<file path="config.mk">
export PLATFORM = sky130hd
export DESIGN_NAME = modbus_rtu_rx_framer
export DESIGN_NICKNAME = d
export VERILOG_FILES = /design/src/rtl/modbus_rtu_pkg.sv /design/src/rtl/crc16_modbus_serial.sv /design/src/rtl/modbus_rtu_rx_framer.sv
export SDC_FILE = /design/constraint.sdc
export NUM_CORES = 1
export LEC_CHECK = 0
export CORE_ASPECT_RATIO = 0.9
export CORE_UTILIZATION = 30
export DETAILED_ROUTE_END_ITERATION = 8
export GPL_ROUTABILITY_DRIVEN = 0
export PLACE_DENSITY = 0.46
export SYNTH_ARGS = -nofsm -noshare
export SYNTH_HDL_FRONTEND = slang
export SYNTH_HIERARCHICAL = 1
export SYNTH_SLANG_ARGS = --single-unit
</file>
<file path="constraint.sdc">
create_clock -name i_clk -period 2.6 [get_ports i_clk]
set_input_delay 0.52 -clock i_clk [delete_from_list [all_inputs] [get_ports i_clk]]
set_output_delay 0.52 -clock i_clk [all_outputs]
set_load 0.05 [all_outputs]
</file>
<file path="src/rtl/modbus_rtu_pkg.sv">
// Shared types and constants for the Modbus-RTU receive path.
// No logic here; imported by the framer and its CRC engine.
package modbus_rtu_pkg;

    typedef enum logic [2:0] {
        ST_IDLE    = 3'd0,
        ST_RECV    = 3'd1,
        ST_GAP     = 3'd2,
        ST_DISCARD = 3'd3,
        ST_CHECK   = 3'd4
    } state_t;

    localparam logic [2:0] ERR_NONE  = 3'd0;
    localparam logic [2:0] ERR_SHORT = 3'd1;
    localparam logic [2:0] ERR_CRC   = 3'd2;
    localparam logic [2:0] ERR_OVF   = 3'd3;
    localparam logic [2:0] ERR_GAP   = 3'd4;

    localparam logic [15:0] CRC_POLY = 16'hA001;
    localparam logic [15:0] CRC_INIT = 16'hFFFF;

    localparam logic [7:0] FC_READ_HOLD    = 8'h03;
    localparam logic [7:0] FC_WRITE_SINGLE = 8'h06;
    localparam logic [7:0] FC_WRITE_MULTI  = 8'h10;

    typedef struct packed {
        logic [7:0]  func;
        logic [15:0] reg_addr;
        logic [15:0] reg_val;
    } hdr_t;

    // One reflected-polynomial shift of the CRC register.
    function automatic logic [15:0] crc16_step(input logic [15:0] crc);
        return crc[0] ? ((crc >> 1) ^ CRC_POLY) : (crc >> 1);
    endfunction

endpackage

</file>
<file path="src/rtl/crc16_modbus_serial.sv">
// Bit-serial CRC-16/Modbus: accumulates one byte per start strobe into a running register.
// Latency: busy for 8 cycles after start; no backpressure, caller must not start while busy.
module crc16_modbus_serial
    import modbus_rtu_pkg::*;
(
    input  logic        i_clk,
    input  logic        rst_n,
    input  logic        i_clr,
    input  logic        i_start,
    input  logic [7:0]  i_byte,
    output logic        o_busy,
    output logic [15:0] o_crc
);

    logic [2:0] bit_cnt;

    always_ff @(posedge i_clk or negedge rst_n) begin
        if (!rst_n) begin
            o_crc   <= CRC_INIT;
            o_busy  <= 1'b0;
            bit_cnt <= 3'd0;
        end else if (i_clr) begin
            o_crc   <= CRC_INIT;
            o_busy  <= 1'b0;
            bit_cnt <= 3'd0;
        end else if (i_start) begin
            o_crc   <= o_crc ^ {8'h00, i_byte};
            o_busy  <= 1'b1;
            bit_cnt <= 3'd0;
        end else if (o_busy) begin
            o_crc   <= crc16_step(o_crc);
            bit_cnt <= bit_cnt + 3'd1;
            if (bit_cnt == 3'd7) begin
                o_busy <= 1'b0;
            end
        end
    end

endmodule

</file>
<file path="src/rtl/modbus_rtu_rx_framer.sv">
// Modbus-RTU receive framer: silence-delimited frames, CRC check, address filter, header decode.
// Latency: result pulse ~T35+8 cycles after last byte; no backpressure, bytes arrive as strobes.
module modbus_rtu_rx_framer
    import modbus_rtu_pkg::*;
#(
    parameter int         CLK_HZ     = 29491200,
    parameter int         BAUD       = 9600,
    parameter logic [7:0] SLAVE_ADDR = 8'h01,
    parameter int         MAX_LEN    = 64
) (
    input  logic        i_clk,
    input  logic        rst_n,
    input  logic [7:0]  i_rx_data,
    input  logic        i_rx_valid,
    input  logic [5:0]  i_rd_addr,
    output logic [7:0]  o_rd_data,
    output logic        o_frame_valid,
    output logic        o_frame_err,
    output logic [2:0]  o_err_code,
    output logic        o_broadcast,
    output logic [7:0]  o_func,
    output logic [15:0] o_reg_addr,
    output logic [15:0] o_reg_val,
    output logic [6:0]  o_byte_cnt,
    output logic        o_busy
);

    localparam int BIT_CYC = CLK_HZ / BAUD;
    localparam int T15_CYC = BIT_CYC * 33 / 2;
    localparam int T35_CYC = BIT_CYC * 77 / 2;
    localparam int CW      = $clog2(T35_CYC + 1);
    localparam int AW      = $clog2(MAX_LEN);

    localparam logic [CW-1:0] T15_VAL = CW'(T15_CYC);
    localparam logic [CW-1:0] T35_VAL = CW'(T35_CYC);
    localparam logic [6:0]    MAX_CNT = 7'(MAX_LEN);

    state_t        state, next_state;
    logic [CW-1:0] idle_cnt;
    logic [6:0]    cnt;
    logic          ovf;
    logic [2:0]    err_lat;
    logic [7:0]    mem [MAX_LEN];
    logic [AW-1:0] wr_idx;
    hdr_t          hdr_q;

    logic          store_en, crc_clr, eval_en, disc_done;
    logic          crc_busy;
    logic [15:0]   crc_val;
    logic          addr_ok;

    crc16_modbus_serial u_crc (
        .i_clk   (i_clk),
        .rst_n   (rst_n),
        .i_clr   (crc_clr),
        .i_start (store_en),
        .i_byte  (i_rx_data),
        .o_busy  (crc_busy),
        .o_crc   (crc_val)
    );

    always_ff @(posedge i_clk or negedge rst_n) begin
        if (!rst_n) begin
            state <= ST_IDLE;
        end else begin
            state <= next_state;
        end
    end

    // A byte arriving on the same cycle a silence threshold is hit always wins.
    always_comb begin
        next_state = state;
        unique case (state)
            ST_IDLE:    if (i_rx_valid) next_state = ST_RECV;
            ST_RECV:    if (!i_rx_valid && idle_cnt == T15_VAL) next_state = ST_GAP;
            ST_GAP: begin
                if (i_rx_valid)                next_state = ST_DISCARD;
                else if (idle_cnt == T35_VAL)  next_state = ST_CHECK;
            end
            ST_DISCARD: if (!i_rx_valid && idle_cnt == T35_VAL) next_state = ST_IDLE;
            ST_CHECK:   if (!crc_busy) next_state = ST_IDLE;
            default:    next_state = ST_IDLE;
        endcase
    end

    always_comb begin
        store_en  = 1'b0;
        eval_en   = 1'b0;
        disc_done = 1'b0;
        case (state)
            ST_IDLE:    store_en  = i_rx_valid;
            ST_RECV:    store_en  = i_rx_valid && (cnt < MAX_CNT);
            ST_DISCARD: disc_done = (next_state == ST_IDLE);
            ST_CHECK:   eval_en   = !crc_busy;
            default:    ;
        endcase
        crc_clr = disc_done || eval_en;
    end

    assign wr_idx  = (state == ST_IDLE) ? '0 : cnt[AW-1:0];
    assign addr_ok = (mem[0] == SLAVE_ADDR) || (mem[0] == 8'h00);

    always_ff @(posedge i_clk or negedge rst_n) begin
        if (!rst_n) begin
            idle_cnt <= '0;
        end else if (i_rx_valid) begin
            idle_cnt <= '0;
        end else if (idle_cnt != T35_VAL) begin
            idle_cnt <= idle_cnt + CW'(1);
        end
    end

    always_ff @(posedge i_clk or negedge rst_n) begin
        if (!rst_n) begin
            cnt     <= 7'd0;
            ovf     <= 1'b0;
            err_lat <= ERR_NONE;
        end else if (i_rx_valid) begin
            if (state == ST_IDLE) begin
                cnt     <= 7'd1;
                ovf     <= 1'b0;
                err_lat <= ERR_NONE;
            end else if (state == ST_RECV) begin
                if (cnt < MAX_CNT) cnt <= cnt + 7'd1;
                else               ovf <= 1'b1;
            end else if (state == ST_GAP) begin
                err_lat <= ERR_GAP;
            end
        end
    end

    always_ff @(posedge i_clk) begin
        if (store_en) begin
            mem[wr_idx] <= i_rx_data;
        end
    end

    always_ff @(posedge i_clk or negedge rst_n) begin
        if (!rst_n) begin
            o_rd_data <= 8'h00;
        end else begin
            o_rd_data <= mem[i_rd_addr];
        end
    end

    // Fields only move on an accepted frame; rejected and foreign frames leave them intact.
    always_ff @(posedge i_clk or negedge rst_n) begin
        if (!rst_n) begin
            o_frame_valid <= 1'b0;
            o_frame_err   <= 1'b0;
            o_err_code    <= ERR_NONE;
            o_broadcast   <= 1'b0;
            o_byte_cnt    <= 7'd0;
            o_busy        <= 1'b0;
            hdr_q         <= '0;
        end else begin
            o_frame_valid <= 1'b0;
            o_frame_err   <= 1'b0;
            if (state == ST_IDLE && i_rx_valid) begin
                o_busy <= 1'b1;
            end
            if (disc_done) begin
                o_busy      <= 1'b0;
                o_frame_err <= 1'b1;
                o_err_code  <= err_lat;
            end
            if (eval_en) begin
                o_busy <= 1'b0;
                if (ovf) begin
                    o_frame_err <= 1'b1;
                    o_err_code  <= ERR_OVF;
                end else if (cnt < 7'd4) begin
                    o_frame_err <= 1'b1;
                    o_err_code  <= ERR_SHORT;
                end else if (crc_val != 16'h0000) begin
                    o_frame_err <= 1'b1;
                    o_err_code  <= ERR_CRC;
                end else if (addr_ok) begin
                    o_frame_valid <= 1'b1;
                    o_err_code    <= ERR_NONE;
                    hdr_q         <= {mem[1], mem[2], mem[3], mem[4], mem[5]};
                    o_byte_cnt    <= cnt;
                    o_broadcast   <= (mem[0] == 8'h00);
                end
            end
        end
    end

    assign o_func     = hdr_q.func;
    assign o_reg_addr = hdr_q.reg_addr;
    assign o_reg_val  = hdr_q.reg_val;

endmodule

</file>
== Word-level counts from Yosys, hierarchy flattened ==
Memories as Yosys holds them, arrays and structs flattened. A register that Yosys moved wholly into a read port is not among the register bits.
Index checks and enable logic that the tools add are counted.

* Bits in writable memories: 512
* Bits of input ports: 17
* Flip-flop bits (word level): 65
* Output and inout bits: 62
* Memories: 1
* Word-level logic and storage cells: 118

{| class="wikitable"
|+ Memories
! memory !! depth !! width !! read ports !! clocked after memory_dff !! write ports !! line !! source
|-
| mem || 64 || 8 || 7 || 6 || 1 || modbus_rtu_rx_framer.sv:43 || <nowiki>logic [7:0] mem [MAX_LEN];</nowiki>
|}

* Equality and inequality tests: 11
* Bitwise logic cells: 5
* Muxes and demuxes: 54
* Add/sub/neg operators: 3
* Reductions and logical operators: 28
* Order comparisons: 2

{| class="wikitable"
|+ Operators with widths
! cell !! count
|-
| $mux 16 || 4
|-
| $mux 3 || 18
|-
| $mux 17 || 2
|-
| $mux 1 || 24
|-
| $mux 7 || 3
|-
| $add 17x1->17 const B || 1
|-
| $eq 17x16->1 const B || 1
|-
| $eq 17x17->1 const B || 1
|-
| $ne 17x17->1 const B || 1
|-
| $reduce_bool 16->1 || 1
|-
| $xor 16x8->16 || 1
|-
| $pmux 3 s5 || 1
|-
| $reduce_and 3->1 || 3
|-
| $eq 8x1->1 const B || 1
|-
| $logic_not 1->1 || 8
|-
| $logic_not 8->1 || 1
|-
| $reduce_bool 2->1 || 4
|-
| $add 7x1->7 const B || 1
|-
| $lt 7x3->1 const B || 1
|-
| $lt 7x7->1 const B || 1
|-
| $eq 3x2->1 const B || 2
|-
| $eq 3x3->1 const B || 2
|-
| $logic_not 3->1 || 2
|-
| $mux 6 || 1
|-
| other kinds (11) || 18
|}

== Longest topological paths before layout ==
* Depth after elaboration: 12
* Mapped depth: 9
* Gate-level depth less buffers: 8

== Hierarchy ==
The synthesis kept the hierarchy.

{| class="wikitable"
|+ By module, submodules not included
! module !! cells each !! seq. area each (um^2) !! times used !! area an instance (um^2)
|-
| modbus_rtu_rx_framer || 1228 || 17651.9 || 1 || 23797.8
|-
| crc16_modbus_serial || 98 || 520.5 || 1 || 1088.5
|}

== Least setup slack after synthesis ==
No wires, ideal clock.

* Kind: register to register
* Start point: register state[2]
* End point: memory mem[39][0] (enable)
* Required time: 2.217 ns
* Clock period less this slack: 2.739 ns
* Cell stages (with the launch flop): 6
* Setup slack: -0.139 ns
* Path buffers: 1
* Data arrival time: 2.355 ns
* Cells stage by stage: dfrtp_1 -> clkbuf_1 -> or3b_2 -> a21oi_1 -> nand4_1 -> nor3_1

* Longest elaborated chain between the ends: 4
* Elaborated cells between the ends (all ways): 6

{| class="wikitable"
|+ RTL lines
! item !! line !! source
|-
| from (decl) || modbus_rtu_rx_framer.sv:38 || <nowiki>state_t state, next_state;</nowiki>
|-
| from (signal assigned) || modbus_rtu_rx_framer.sv:66 || <nowiki>state <= next_state;</nowiki>
|-
| $eq 3x1->1 or $logic_not 3->1 (tied branches) || modbus_rtu_rx_framer.sv:90, modbus_rtu_rx_framer.sv:100 ||
|-
| $pmux 1 s2 || modbus_rtu_rx_framer.sv:90 || <nowiki>case (state)</nowiki>
|-
| $mux 1 || modbus_rtu_rx_framer.sv:133 || <nowiki>if (store_en) begin</nowiki>
|-
| $mux 1 (not written as such) || modbus_rtu_rx_framer.sv:134 || <nowiki>mem[wr_idx] <= i_rx_data;</nowiki>
|-
| to (decl) || modbus_rtu_rx_framer.sv:43 ||
|}

Several ways; a longest one is shown, not always the timed one.

== Final worst setup path ==
* Start point: register state[1]
* End point: register, netlist name o_reg_val[7]

* Longest elaborated chain between the ends: 3

{| class="wikitable"
|+ RTL lines
! item !! line
|-
| $eq 3x3->1 || modbus_rtu_rx_framer.sv:90
|-
| $mux 1 || modbus_rtu_rx_framer.sv:90
|-
| $reduce_and 5->1 (no source line) || --
|}

Every way passes these cells.
A chain may end at the register's enable or synchronous reset.

==> impl_results.md <==
* Status: finished, final reports clean
* Final Cycle Share at 95.3%
* Vias at 13500
* Maximum fanout along the worst path at 51
* Footprint of the flip-flops and latches at 18200 um2
* R2R cell count at 4
* Number of setup violations in the final report at 0
* Chain of cells forming the critical path: or4b_1 > or4_2 > buf_12 > mux2_4
* Delay-heaviest family, CP: simple AND/OR/NAND/NOR gates
* Share of final-layout standard cells stronger than drive strength 1 at 32.7%
* Maximum vdd ir drop at 0.454 mV
* FFs w/ async S/R, synth at 17.8%
* Internal at 0.0178 W
* I/O pin cnt at 79
* Layout overhead on the synthesized area at 23.5%
* Post-DRT Antenna Nets at 0
* Data arrival time at the worst-slack endpoint at 2.97 ns
* Slew margin rel. at 32.4%
* Unrepaired setup endpoints after global routing: false
* R2R Path End: o_reg_val[7]$_DFFE_PN0P_
* Crit path capture type: register
* Final Total Pwr at 0.0238 W
* 1st-pass router iterations at 5
* Fill cell instance count of the final layout at 7471
* Reported net switching power at 0.00595 W
* Initial antenna violation count at 0
* Total area of multi-input combinational cells at 6360 um2
* Worst Hold Slack at 0.324 ns
* Clock share of power at 39.6%
* Initial cell density of the core at 30.5%
* Count of port buffers added during placement at 78
* Wire length of the first global-routing pass at 101000 um
* Aggregate negative setup slack at 0 ns
* Final Net Count at 1632
* Net Sw Frac at 25.0%
* Post-place setup slack at -0.334 ns
* Avg Inst Size Synth at 18.8 um2
* # DRC at 0
* Reg power frac at 48.8%
* Min-Delay Path Depth at 1
* Maximum buffer depth of the clock tree at 3
* Total nets after synthesis at 1348
* Final worst setup slack at 0.123 ns
* Area enclosed by the die boundary at 84100 um2
* Worst-case register-to-register setup slack at 0.12 ns
* CTS clock-pin slew for the worst setup and hold paths at 0.06 ns
* Count of warnings emitted by yosys at 6
* Die span in y at 275 um
* Number of synthesized flops with an enable pin at 512
* Critical R2R Launch: state[1]$_DFF_PN0_
* Post-detailed-route via-to-cell ratio at 4.94
* CP Buf/Inv Count at 1
* Finished Core Util at 37.6%
* Final antenna diode count at 0
* Post-Route Skew at 0.0349 ns
* Global route total overflow at 0
* Standard cell with the maximum stage delay on the critical path: or4_2
* Worst setup path class: reg2reg
* Final number of max-transition violations at 0
* CTS tree: done
* Tightest Pin Transition at 1.00 ns
* Final min period at 2.48 ns
* Later-pin clock latency in the skew report at 0.61 ns
* Maximum number of pins on one net before global-route repair at 52
* Startpoint type of the worst setup path: register
* Power density over the cells at 774 nW/um2
* Peak clock frequency supported by timing at 404 MHz
* Prevailing post-synth register cell: edfxtp_1
* H-tree lvl count at 3
* Part of the power in combinational logic at 11.6%
* Worst Hold Launch: i_rx_data[1]
* Violation count after the first detailed-route iteration at 1116
* Count of cell types in the netlist at 58
* Area of the core at 81600 um2
* GR Util All Layers at 16.5%
* Final hold vios at 0
* Number of register bits inferred by synthesis at 623
* Detailed Route WL at 68700 um
* Required time at the endpoint of the critical path at 3.09 ns
* Number of CTS-inserted buffers at 69
* Static leakage power at 10.8 nW
* Count of mapped cells out of synthesis at 1326
* Root buf cell: clkbuf_16
* Total standard cell area after synthesis at 24900 um2
* Class of the tightest hold or removal check: in2reg
* Sequential area share after synthesis at 73.0%
* Core Rows at 99
* Clock net sink count at 623
* Max-cap violations at 0
* Worst-case hold path end point: mem[28][1]$_DFFE_PP_
* Post-DP HPWL at 46900 um
* Die extent in x at 306 um
* Biggest cell delay along the critical path at 0.72 ns
* Number of global-route vias before repair at 14000
* Avg WL per Cell at 25.2 um
## synth_stat cells, types with 6 or more instances
cell type	n	share of area [%]
xor2_1	9	0.32
or2_2	7	0.18
nand4_1	8	0.20
o221ai_1	9	0.32
nand2b_1	6	0.15
nor2b_1	11	0.28
o22ai_1	19	0.48
mux2_4	45	2.7
nand3b_1	11	0.33
nor3_1	13	0.26
inv_1	7	0.11
buf_2	24	0.48
nor4_1	8	0.20
buf_1	13	0.20
a21oi_1	21	0.42
a211oi_1	10	0.30
nand3_1	26	0.52
dfstp_2	16	1.7
mux4_2	128	12
clkbuf_1	25	0.38
nand2_1	38	0.57
xnor2_1	15	0.53
o21ai_0	25	0.50
dfrtp_1	95	9.6
edfxtp_1	512	62
nor2_1	105	1.6
mux2i_1	37	1.5
or3_1	8	0.20
buf_6	10	0.45
a221oi_1	6	0.21
## sequential cells by signal, indices dropped and copies added (netlist names), 3 cells and up
| name | cells |
|---|---|
| u_crc/bit_cnt | 3 |
| o_rd_data | 8 |
| o_reg_addr | 16 |
| idle_cnt | 17 |
| cnt | 7 |
| u_crc/o_crc | 16 |
| mem | 512 |
| o_byte_cnt | 7 |
| o_reg_val | 16 |
| o_func | 8 |
| state | 3 |
| o_err_code | 3 |
## power by group through the flow
stage / Sequential [W] / Clock (W) / Combinational [W]
floorplan: 0.0118 / 0 / 0.00135
global placement: 0.0118 / 0 / 0.00277
detailed placement: 0.0118 / 0 / 0.00278
CTS: 0.0116 / 0.00964 / 0.00279
global route: 0.0117 / 0.0100 / 0.00297
finish: 0.0116 / 0.00941 / 0.00276
## worst max-delay path by stage
stage	startpoint	endpoint	cells after the start
2_1_floorplan	state[2]$_DFF_PN0_	mem[39][0]$_DFFE_PP_	5
3_3_place_gp	i_rx_valid	mem[60][0]$_DFFE_PP_	8
3_5_place_dp	i_rx_valid	mem[62][6]$_DFFE_PP_	8
4_1_cts	state[1]$_DFF_PN0_	mem[62][6]$_DFFE_PP_	8
5_1_grt	state[1]$_DFF_PN0_	mem[62][6]$_DFFE_PP_	8
6_report	state[1]$_DFF_PN0_	o_reg_val[7]$_DFFE_PN0P_	4
## final cells by class
class	count	share of cell area [%]
inverters	7	0.0855
clock inverters	41	1.08
well taps	1060	4.32
flip-flops and latches	623	59.1
clock buffers	83	5.93
multi-input cells	622	20.7
repair buffers	287	8.73
## cell families after synthesis
kind of cell	Yosys count	share of synthesized area (%)
buffers and inverters	81	1.72
DFF	623	73.0
muxes	213	15.9
xor gates and xnor gates	24	0.845
AOI/OAI and AO/OA	112	2.96
adders and majority gates	5	0.251
and+or+nand+nor	268	5.28
## layer usage
| metal | global-route usage, % | part of all wire [%] |
|---|---|---|
| met5 | 0 | 0 |
| met3 | 3.05 | 5.1 |
| met1 | 24.1 | 47 |
| met2 | 25.1 | 46 |
| met4 | 4.85 | 2.4 |
## placed cells by master (no fill, tap or decap), drive strengths merged, types with 8 or more instances in the layout
| master | count |
|---|---|
| o21ai | 27 |
| inv | 9 |
| mux2 | 48 |
| dfrtp | 95 |
| or2 | 11 |
| nor3 | 13 |
| mux2i | 37 |
| clkdlybuf4s50 | 66 |
| nor2b | 11 |
| or3 | 8 |
| clkinv | 32 |
| clkbuf | 83 |
| mux4 | 128 |
| nand3b | 11 |
| a21oi | 21 |
| o22ai | 19 |
| nor4 | 8 |
| o221ai | 9 |
| xnor2 | 15 |
| nor2 | 105 |
| nand2 | 38 |
| nand4 | 8 |
| nand3 | 26 |
| a211oi | 10 |
| xor2 | 9 |
| dfstp | 16 |
| buf | 220 |
| edfxtp | 512 |
## stage by stage
stage               cell area, um2  std cells
floorplan                    25000       1326
global placement             28600       2598
detailed placement           28600       2598
CTS                          30700       2723
global route                 30700       2723
finish                       30700       2723
## timing repair
item,in CTS,in global routing
setup buffers,0,0
hold buffers,1,0
resized for setup,0,1
setup endpoints to repair,0,8
endpoints found under the hold margin,34,0
(Power assumes the default switching activity.)
